===== src/rtl/siso_shift_sched.sv =====
// Round-robin scheduler that feeds one SISO shift chain from two requesters.
// Words go out LSB-first in bursts of SHIFT_CYC shift cycles separated by HOLD_CYC holds.
module siso_shift_sched #(
    parameter int WIDTH     = 8,
    parameter int SHIFT_CYC = 2,
    parameter int HOLD_CYC  = 2
) (
    input  logic             clk,
    input  logic             rst,
    input  logic [1:0]       req,
    input  logic [WIDTH-1:0] data0,
    input  logic [WIDTH-1:0] data1,
    output logic [1:0]       gnt,
    output logic             busy,
    output logic             shift_en,
    output logic             sdo,
    output logic             done
);

    localparam logic [1:0] S_IDLE  = 2'd0;
    localparam logic [1:0] S_SHIFT = 2'd1;
    localparam logic [1:0] S_HOLD  = 2'd2;
    localparam logic [1:0] S_DONE  = 2'd3;

    localparam int BW = $clog2(WIDTH + 1);
    localparam int SW = $clog2(SHIFT_CYC + 1);
    localparam int HW = (HOLD_CYC > 1) ? $clog2(HOLD_CYC) : 1;

    localparam logic [BW-1:0] BIT_LAST   = BW'(WIDTH);
    localparam logic [SW-1:0] BURST_LAST = SW'(SHIFT_CYC);
    localparam logic [HW-1:0] HOLD_LAST  = HW'((HOLD_CYC > 0) ? HOLD_CYC - 1 : 0);

    logic [1:0]       state_r, state_s;
    logic [1:0]       gnt_r, gnt_s;
    logic             busy_r, busy_s;
    logic             shift_en_r, shift_en_s;
    logic             sdo_r, sdo_s;
    logic             done_r, done_s;
    logic             ptr_r, ptr_s;
    logic [WIDTH-1:0] sreg_r, sreg_s;
    logic [BW-1:0]    bit_cnt_r, bit_cnt_s;
    logic [SW-1:0]    burst_cnt_r, burst_cnt_s;
    logic [HW-1:0]    hold_cnt_r, hold_cnt_s;

    logic             win_s;
    logic [WIDTH-1:0] word_s;
    logic [WIDTH-1:0] shifted_s;
    logic [BW-1:0]    bit_inc_s;
    logic [SW-1:0]    burst_inc_s;

    // Next-state and next-output computation for the transfer sequencer.
    always_comb begin
        state_s     = state_r;
        gnt_s       = gnt_r;
        busy_s      = busy_r;
        shift_en_s  = shift_en_r;
        sdo_s       = sdo_r;
        done_s      = 1'b0;
        ptr_s       = ptr_r;
        sreg_s      = sreg_r;
        bit_cnt_s   = bit_cnt_r;
        burst_cnt_s = burst_cnt_r;
        hold_cnt_s  = hold_cnt_r;

        // Both requesting: the pointer decides; otherwise the lone requester wins.
        win_s       = (req == 2'b11) ? ptr_r : req[1];
        word_s      = win_s ? data1 : data0;
        shifted_s   = sreg_r >> 1;
        bit_inc_s   = bit_cnt_r + BW'(1);
        burst_inc_s = burst_cnt_r + SW'(1);

        case (state_r)
            S_IDLE: begin
                if (req != 2'b00) begin
                    state_s     = S_SHIFT;
                    gnt_s       = win_s ? 2'b10 : 2'b01;
                    busy_s      = 1'b1;
                    shift_en_s  = 1'b1;
                    sreg_s      = word_s;
                    sdo_s       = word_s[0];
                    ptr_s       = ~win_s;
                    bit_cnt_s   = '0;
                    burst_cnt_s = '0;
                    hold_cnt_s  = '0;
                end else begin
                    state_s    = S_IDLE;
                    gnt_s      = 2'b00;
                    busy_s     = 1'b0;
                    shift_en_s = 1'b0;
                    sdo_s      = 1'b0;
                end
            end
            S_SHIFT: begin
                sreg_s    = shifted_s;
                bit_cnt_s = bit_inc_s;
                if (bit_inc_s == BIT_LAST) begin
                    state_s    = S_DONE;
                    shift_en_s = 1'b0;
                    sdo_s      = 1'b0;
                    done_s     = 1'b1;
                end else if (burst_inc_s == BURST_LAST) begin
                    burst_cnt_s = '0;
                    sdo_s       = shifted_s[0];
                    if (HOLD_CYC > 0) begin
                        state_s    = S_HOLD;
                        shift_en_s = 1'b0;
                        hold_cnt_s = '0;
                    end else begin
                        state_s    = S_SHIFT;
                        shift_en_s = 1'b1;
                    end
                end else begin
                    burst_cnt_s = burst_inc_s;
                    sdo_s       = shifted_s[0];
                end
            end
            S_HOLD: begin
                if (hold_cnt_r == HOLD_LAST) begin
                    state_s    = S_SHIFT;
                    shift_en_s = 1'b1;
                    hold_cnt_s = '0;
                end else begin
                    hold_cnt_s = hold_cnt_r + HW'(1);
                end
            end
            S_DONE: begin
                state_s    = S_IDLE;
                gnt_s      = 2'b00;
                busy_s     = 1'b0;
                shift_en_s = 1'b0;
                sdo_s      = 1'b0;
            end
            default: begin
                state_s    = S_IDLE;
                gnt_s      = 2'b00;
                busy_s     = 1'b0;
                shift_en_s = 1'b0;
                sdo_s      = 1'b0;
            end
        endcase
    end

    // State and registered outputs; reset aborts any transfer in flight.
    always_ff @(posedge clk or posedge rst) begin
        if (rst) begin
            state_r     <= S_IDLE;
            gnt_r       <= 2'b00;
            busy_r      <= 1'b0;
            shift_en_r  <= 1'b0;
            sdo_r       <= 1'b0;
            done_r      <= 1'b0;
            ptr_r       <= 1'b0;
            sreg_r      <= '0;
            bit_cnt_r   <= '0;
            burst_cnt_r <= '0;
            hold_cnt_r  <= '0;
        end else begin
            state_r     <= state_s;
            gnt_r       <= gnt_s;
            busy_r      <= busy_s;
            shift_en_r  <= shift_en_s;
            sdo_r       <= sdo_s;
            done_r      <= done_s;
            ptr_r       <= ptr_s;
            sreg_r      <= sreg_s;
            bit_cnt_r   <= bit_cnt_s;
            burst_cnt_r <= burst_cnt_s;
            hold_cnt_r  <= hold_cnt_s;
        end
    end

    assign gnt      = gnt_r;
    assign busy     = busy_r;
    assign shift_en = shift_en_r;
    assign sdo      = sdo_r;
    assign done     = done_r;

endmodule


===== config.mk =====
export PLATFORM = sky130hd
export DESIGN_NAME = siso_shift_sched
export DESIGN_NICKNAME = d
export VERILOG_FILES = /design/src/rtl/siso_shift_sched.sv
export SDC_FILE = /design/constraint.sdc
export NUM_CORES = 1
export LEC_CHECK = 0
export ABC_CLOCK_PERIOD_IN_PS = 4750
export CORE_ASPECT_RATIO = 1.75
export CORE_MARGIN = 2
export CORE_UTILIZATION = 40
export CTS_CLUSTER_SIZE = 20
export DETAILED_ROUTE_END_ITERATION = 6
export GPL_TIMING_DRIVEN = 0
export PLACE_DENSITY = 0.76
export SLEW_MARGIN = 20
export SYNTH_ARGS = -nofsm -noshare
export SYNTH_HDL_FRONTEND = slang
export SYNTH_SLANG_ARGS = --single-unit

===== constraint.sdc =====
create_clock -name clk -period 4.75 [get_ports clk]
set_input_delay 1.425 -clock clk [delete_from_list [all_inputs] [get_ports clk]]
set_output_delay 1.425 -clock clk [all_outputs]
set_load 0.02 [all_outputs]

==> results.py <==
metrics = {
    "run_status": {
        "outcome": "finished, final reports clean",
    },
    "power": {
        "vdd_drop_max_v": 0.000336,
        "power_leakage_uw": 0.000719,
        "power.total_uw": 913,
        "p_per_area_nw_per_um2": 586,
    },
    "global_routing": {
        "antenna_found_initial": 0,
        "grt_pass1_wl_um": 3960,
        "grt_pass1_vias": 934,
        "grt_max_degree": 24,
        "grt.total_usage_pct": 15.2,
        "grt-ovfl-total": 0,
    },
    "worst_setup_path": {
        "worstSetupStartpoint": "req[1]",
        "cp_slowest_cell": "clkdlybuf4s50_1",
        "critPathCapture": "burst_cnt_r[0]",
        "critPathKind": "input pin to register",
        "critical_path.max_stage_delay_ns": 0.49,
        "crit_required_ns": 4.90,
        "worst-path-buf-inv": 1,
        "cp.arrival_ns": 2.96,
        "r2r-end": "burst_cnt_r[0]",
        "worstPathCellList": "clkdlybuf4s50_1, nor3b_4, o21bai_1, nand2b_1, mux2_1",
        "reg2reg_slack_ns": 2.73,
        "endpoint_kind": "register",
        "r2r_cells": 6,
        "startpoint_type": "input pin",
        "crit_family": "buffers and inverters",
        "cp.depth": 5,
        "r2r_start": "state_r[0]",
        "cp_max_fo": 5,
    },
    "yosys": {
        "synthesis.area_um2": 1230,
        "ys.warnings.count": 0,
        "ys_ff_latch": 23,
        "ys_seq_area_share_pct": 46.9,
        "synth_edf_count": 0,
        "syn-num-nets": 137,
        "syn_area_per_cell_um2": 11.1,
        "postSynthCellCount": 111,
        "synth.distinct_cells": 33,
        "synth_flop_cell": "dfrtp_1",
        "synthArstFlopShare_pct": 100,
    },
    "clock_network": {
        "path_clk_slew_ns": 0.08,
        "insertion_delay_ns": 0.26,
        "cts_num_sinks": 23,
        "htreeDepth": 1,
        "cts_buffer_depth": 2,
        "cts_setup_buffers": 0,
        "cts_root_buf": "clkbuf_8",
        "post_cts_resize_count": 0,
        "cts_tree": "done",
        "holdBufCountCts": 0,
        "cts_buffers": 3,
    },
    "job": {
        "maxCapViolCount": 0,
    },
    "detailed_routing": {
        "postRouteWirelength_um": 2340,
        "num_vias": 918,
        "routed_via_density": 5.46,
        "ant_nets": 0,
        "first_iter_violations": 19,
        "dr.pass1.iters": 4,
        "drc_errors": 0,
        "wl_per_cell_um": 13.9,
    },
    "die": {
        "initial_core_util_pct": 41.9,
        "die_w_um": 45.9,
        "fp.dieH_um": 77.3,
        "coreArea_um2": 2930,
        "io_pins": 26,
        "fp.dieArea_um2": 3550,
        "row_count": 26,
    },
    "sta": {
        "finalSetupViolations": 0,
        "min_period_ns": 2.80,
        "tns_ns": 0,
        "tightest_slew_ns": 0.874,
        "final_hold_viol_count": 0,
        "min_period_over_period_pct": 59.0,
        "rsz0062_at_grt": "no",
        "relSlewSlack_pct": 41.6,
        "finClkSkew_ns": 0.00516,
        "fmax_ghz": 0.357,
        "slew_viol_final": 0,
    },
    "finish": {
        "fin_nets": 167,
        "drive_gt1_share_pct": 10.0,
        "area_growth_pct": 26.9,
        "n_antenna_cell": 0,
        "fin_area_um2": 1560,
        "stdcell_count": 168,
        "final_core_util_pct": 53.2,
    },
    "placement": {
        "place_inst": 164,
        "place_area_um2": 1510,
        "portBuffers": 25,
        "place_congestion": 0.768,
        "dp_hpwl_um": 1840,
    },
    "worst_hold_path": {
        "hp-class": "register to register",
        "min-delay-start": "burst_cnt_r[1]",
    },
}
[cell type report]
cell class / count / area (um2)
multi-input cells: 79 / 608
fillers: 262 / 1370
plain buffers: 4 / 25.0
repair buffers: 25 / 250
clock buffers: 4 / 45.0
flip-flops and latches: 23 / 576
inverters: 5 / 18.8
well taps: 28 / 35.0
[cell usage in the layout (no fill, tap or decap), types with 2 or more instances in the layout]
master / count
inv_1: 5
o31ai_1: 2
clkbuf_8: 3
o21ai_0: 9
mux2i_1: 8
a21oi_1: 4
nand2_1: 7
a22o_1: 3
nand2b_1: 4
a22oi_1: 6
mux2_1: 2
nor2_1: 6
buf_4: 2
nor2b_1: 3
buf_2: 2
ha_1: 6
dfrtp_1: 23
mux2_4: 2
o211ai_1: 2
clkdlybuf4s50_1: 25
[metrics by stage]
stage,hold slack [ns],setup slack (ns)
3_3_place_gp,0.459,1.69
4_1_cts,0.493,1.94
6_report,0.490,1.95
3_5_place_dp,0.475,1.66
5_1_grt,0.514,1.88
2_1_floorplan,0.449,2.34
[cell families (layout without fill, tap and decap cells)]
group / count (synthesis) / in the layout / synth area share [%]
AO/OA/AOI/OAI: 34 / 34 / 19.4
AND/OR/NAND/NOR: 25 / 25 / 11.6
flip-flops: 23 / 23 / 46.9
multiplexers: 13 / 13 / 11.7
buffers and inverters: 9 / 38 / 3.57
adder cells (fa/ha/maj): 6 / 6 / 6.12
XOR/XNOR: 1 / 1 / 0.714
[where the power goes]
group | switching [uW] | total (uW) | internal [uW]
registers | 55.9 | 330 | 274
logic | 230 | 462 | 232
clock network | 60.8 | 121 | 59.9
[Yosys cell counts, drive strengths merged, types with 2 or more instances]
library cell | number | share of area [%]
mux2 | 5 | 5.2
buf | 4 | 2.0
nand2b | 4 | 2.0
ha | 6 | 6.1
o31ai | 2 | 1.2
inv | 5 | 1.5
a22oi | 6 | 3.7
nand2 | 7 | 2.1
o211ai | 2 | 1.2
nor2b | 3 | 1.5
o21ai | 10 | 4.1
nor2 | 6 | 1.8
mux2i | 8 | 6.5
a21oi | 4 | 1.6
dfrtp | 23 | 47
a22o | 3 | 2.1
[how the worst min path moves through the flow]
stage / slack [ns] / end / cells after the start
finish: 0.49 / burst_cnt_r[1] / 1
global placement: 0.46 / burst_cnt_r[1] / 1
global route: 0.51 / burst_cnt_r[1] / 1
floorplan: 0.45 / burst_cnt_r[1] / 1
CTS: 0.49 / sreg_r[7] / 2
detailed placement: 0.48 / sreg_r[7] / 2
[state kept, by name, summed over array words and instances (netlist names)]
register / count
sreg_r: 7
burst_cnt_r: 2
ptr_r: 1
state_r: 2
shift_en: 1
busy: 1
bit_cnt_r: 4
sdo: 1
hold_cnt_r: 1
done: 1
gnt: 2
[per-layer routing]
metal  global-route usage (%)  up-vias  share of wire [%]
met5                        0        -                  0
met4                     7.71        0                2.6
met3                     1.41        4                2.0
met2                     27.4       17                 58
met1                     16.1      438                 37
li1                         -      459                  -
(Power assumes the default switching activity.)
==> RTL edit, RTL diff (same settings) <==
Reset style: synchronous (`rst`), changed in one clocked block.
--- a/src/rtl/siso_shift_sched.sv
+++ b/src/rtl/siso_shift_sched.sv
@@ -142,5 +142,5 @@
 
     // State and registered outputs; reset aborts any transfer in flight.
-    always_ff @(posedge clk or posedge rst) begin
+    always_ff @(posedge clk) begin
         if (rst) begin
             state_r     <= S_IDLE;
Function: differs if rst is asserted again (counterexample within 4 cycles, from zero or initial values and one cycle with rst high); with rst held inactive, the same outputs for 10 cycles.
==> RTL edit against the unedited design <==
Clock skew grew 0.0042 ns; power fell by 8.4%; routed wire length grew 33%; worst hold slack got worse by 0.014 ns; sequential share of layout area decreased by 9.9 points; critical path depth did not move; non-clock buffer count grew 4; via count is 37% higher; sequential cell count stayed put; cell area grew 9.4%; area after synthesis up 11%; worst setup slack got worse by 0.14 ns; critical path type unchanged; largest cell class unchanged.
==> RTL edit: results (changes against the unedited design) <==
vias in the first global route 1198 (was 934); Via density 5.465 (was 5.464); Leakage 0.6582 nW (was 0.7187 nW); total number of vias 1257 (was 918); FFs w/ async S/R, synth 0% (was 100.0%); drt initial violations 29 (was 19); I/O Buffers 24 (was 25); Seq/total area 27.02% (was 36.95%); dpl hpwl 2406 µm (was 1839 µm); wire length per cell 13.58 µm (was 13.93 µm); dpl cells 226 (was 164); Crit path max-delay family simple AND/OR/NAND/NOR gates (was buffers and inverters); dpl cell area 1658 µm² (was 1513 µm²); outcome completed (unchanged); NonClk Buf Share 17.91% (was 17.67%); fin area 1704 µm² (was 1558 µm²); Post-synth top cells dfxtp_1, nor2_1, a21oi_1 (was dfrtp_1, o21ai_0, mux2i_1); register area share after synthesis 33.82% (was 46.89%); Multi-input gate area 813.3 µm² (was 608.1 µm²); sequential cells 23 (unchanged); comb_multi_in 119 (was 79); Worst path max stage delay 0.58 ns (was 0.49 ns); largest net degree at the start of global routing 14 (was 24); distinct cell type count after synthesis 49 (was 33); top cells by area, synth dfxtp_1, ha_1, nor2_1, a21oi_1, and3_1 (was dfrtp_1, mux2i_1, ha_1, o21ai_0, a22oi_1); Inverters 6 (was 5); Final clock-cell share 2.717% (was 2.892%); first-pass GRT wire length 5244 µm (was 3960 µm); synthesized area per cell 8.671 µm² (was 11.06 µm²); Buffers excl. clock 33 (was 29); share of cells above drive strength 1 12.43% (was 10.00%); crit path DAT 3.15 ns (was 2.96 ns); Max IR drop VDD 0.0002771 V (was 0.0003356 V)
## RTL edit: cell types whose count changed after synthesis, sizes merged, moves of 4 or more
cell / before / now
and3: 0 / 8
a21oi: 4 / 13
nand3: 1 / 9
dfrtp: 23 / 0
a21boi: 1 / 5
mux2: 5 / 0
nor2: 6 / 16
nor3: 0 / 6
dfxtp: 0 / 23
a211oi: 0 / 4
mux2i: 8 / 1
## RTL edit: power by group
| group | internal [mW] | total, mW | leakage [nW] | switching (mW) |
|---|---|---|---|---|
| Sequential | 0.251 | 0.294 | 0.189 | 0.0430 |
| Combinational | 0.187 | 0.417 | 0.444 | 0.229 |
| Clock | 0.0587 | 0.126 | 0.0255 | 0.0673 |
## RTL edit: metal layers
layer / routed length, µm / track usage [%]
met1: 1291 / 22.21
met2: 1684 / 29.47
met3: 61 / 2.222
met4: 85 / 9.730
met5: 0 / 0
## RTL edit: worst paths after layout
kind / endpoint / slack, ns / cells after the start / startpoint
worst min register to register: shift_en$_SDFFE_PP0P_ / 0.48 / 2 / shift_en$_SDFFE_PP0P_
worst min-delay path: shift_en$_SDFFE_PP0P_ / 0.48 / 2 / shift_en$_SDFFE_PP0P_
worst max register to register: sreg_r[6]$_SDFFE_PP0P_ / 2.73 / 6 / state_r[1]$_SDFFE_PP0P_
worst max-delay path: sreg_r[6]$_SDFFE_PP0P_ / 1.80 / 5 / req[0]
## RTL edit: cells by family (layout without fill, tap and decap cells)
logic type,Yosys count,in the layout,share of synthesized area (%)
XOR/XNOR,1,1,0.6435
buffers and inverters,15,43,6.433
AO/OA/AOI/OAI,52,52,28.04
AND/OR/NAND/NOR,57,57,22.98
flip-flops,23,23,33.82
multiplexers,1,1,0.7353
adder cells (fa/ha/maj),8,8,7.353
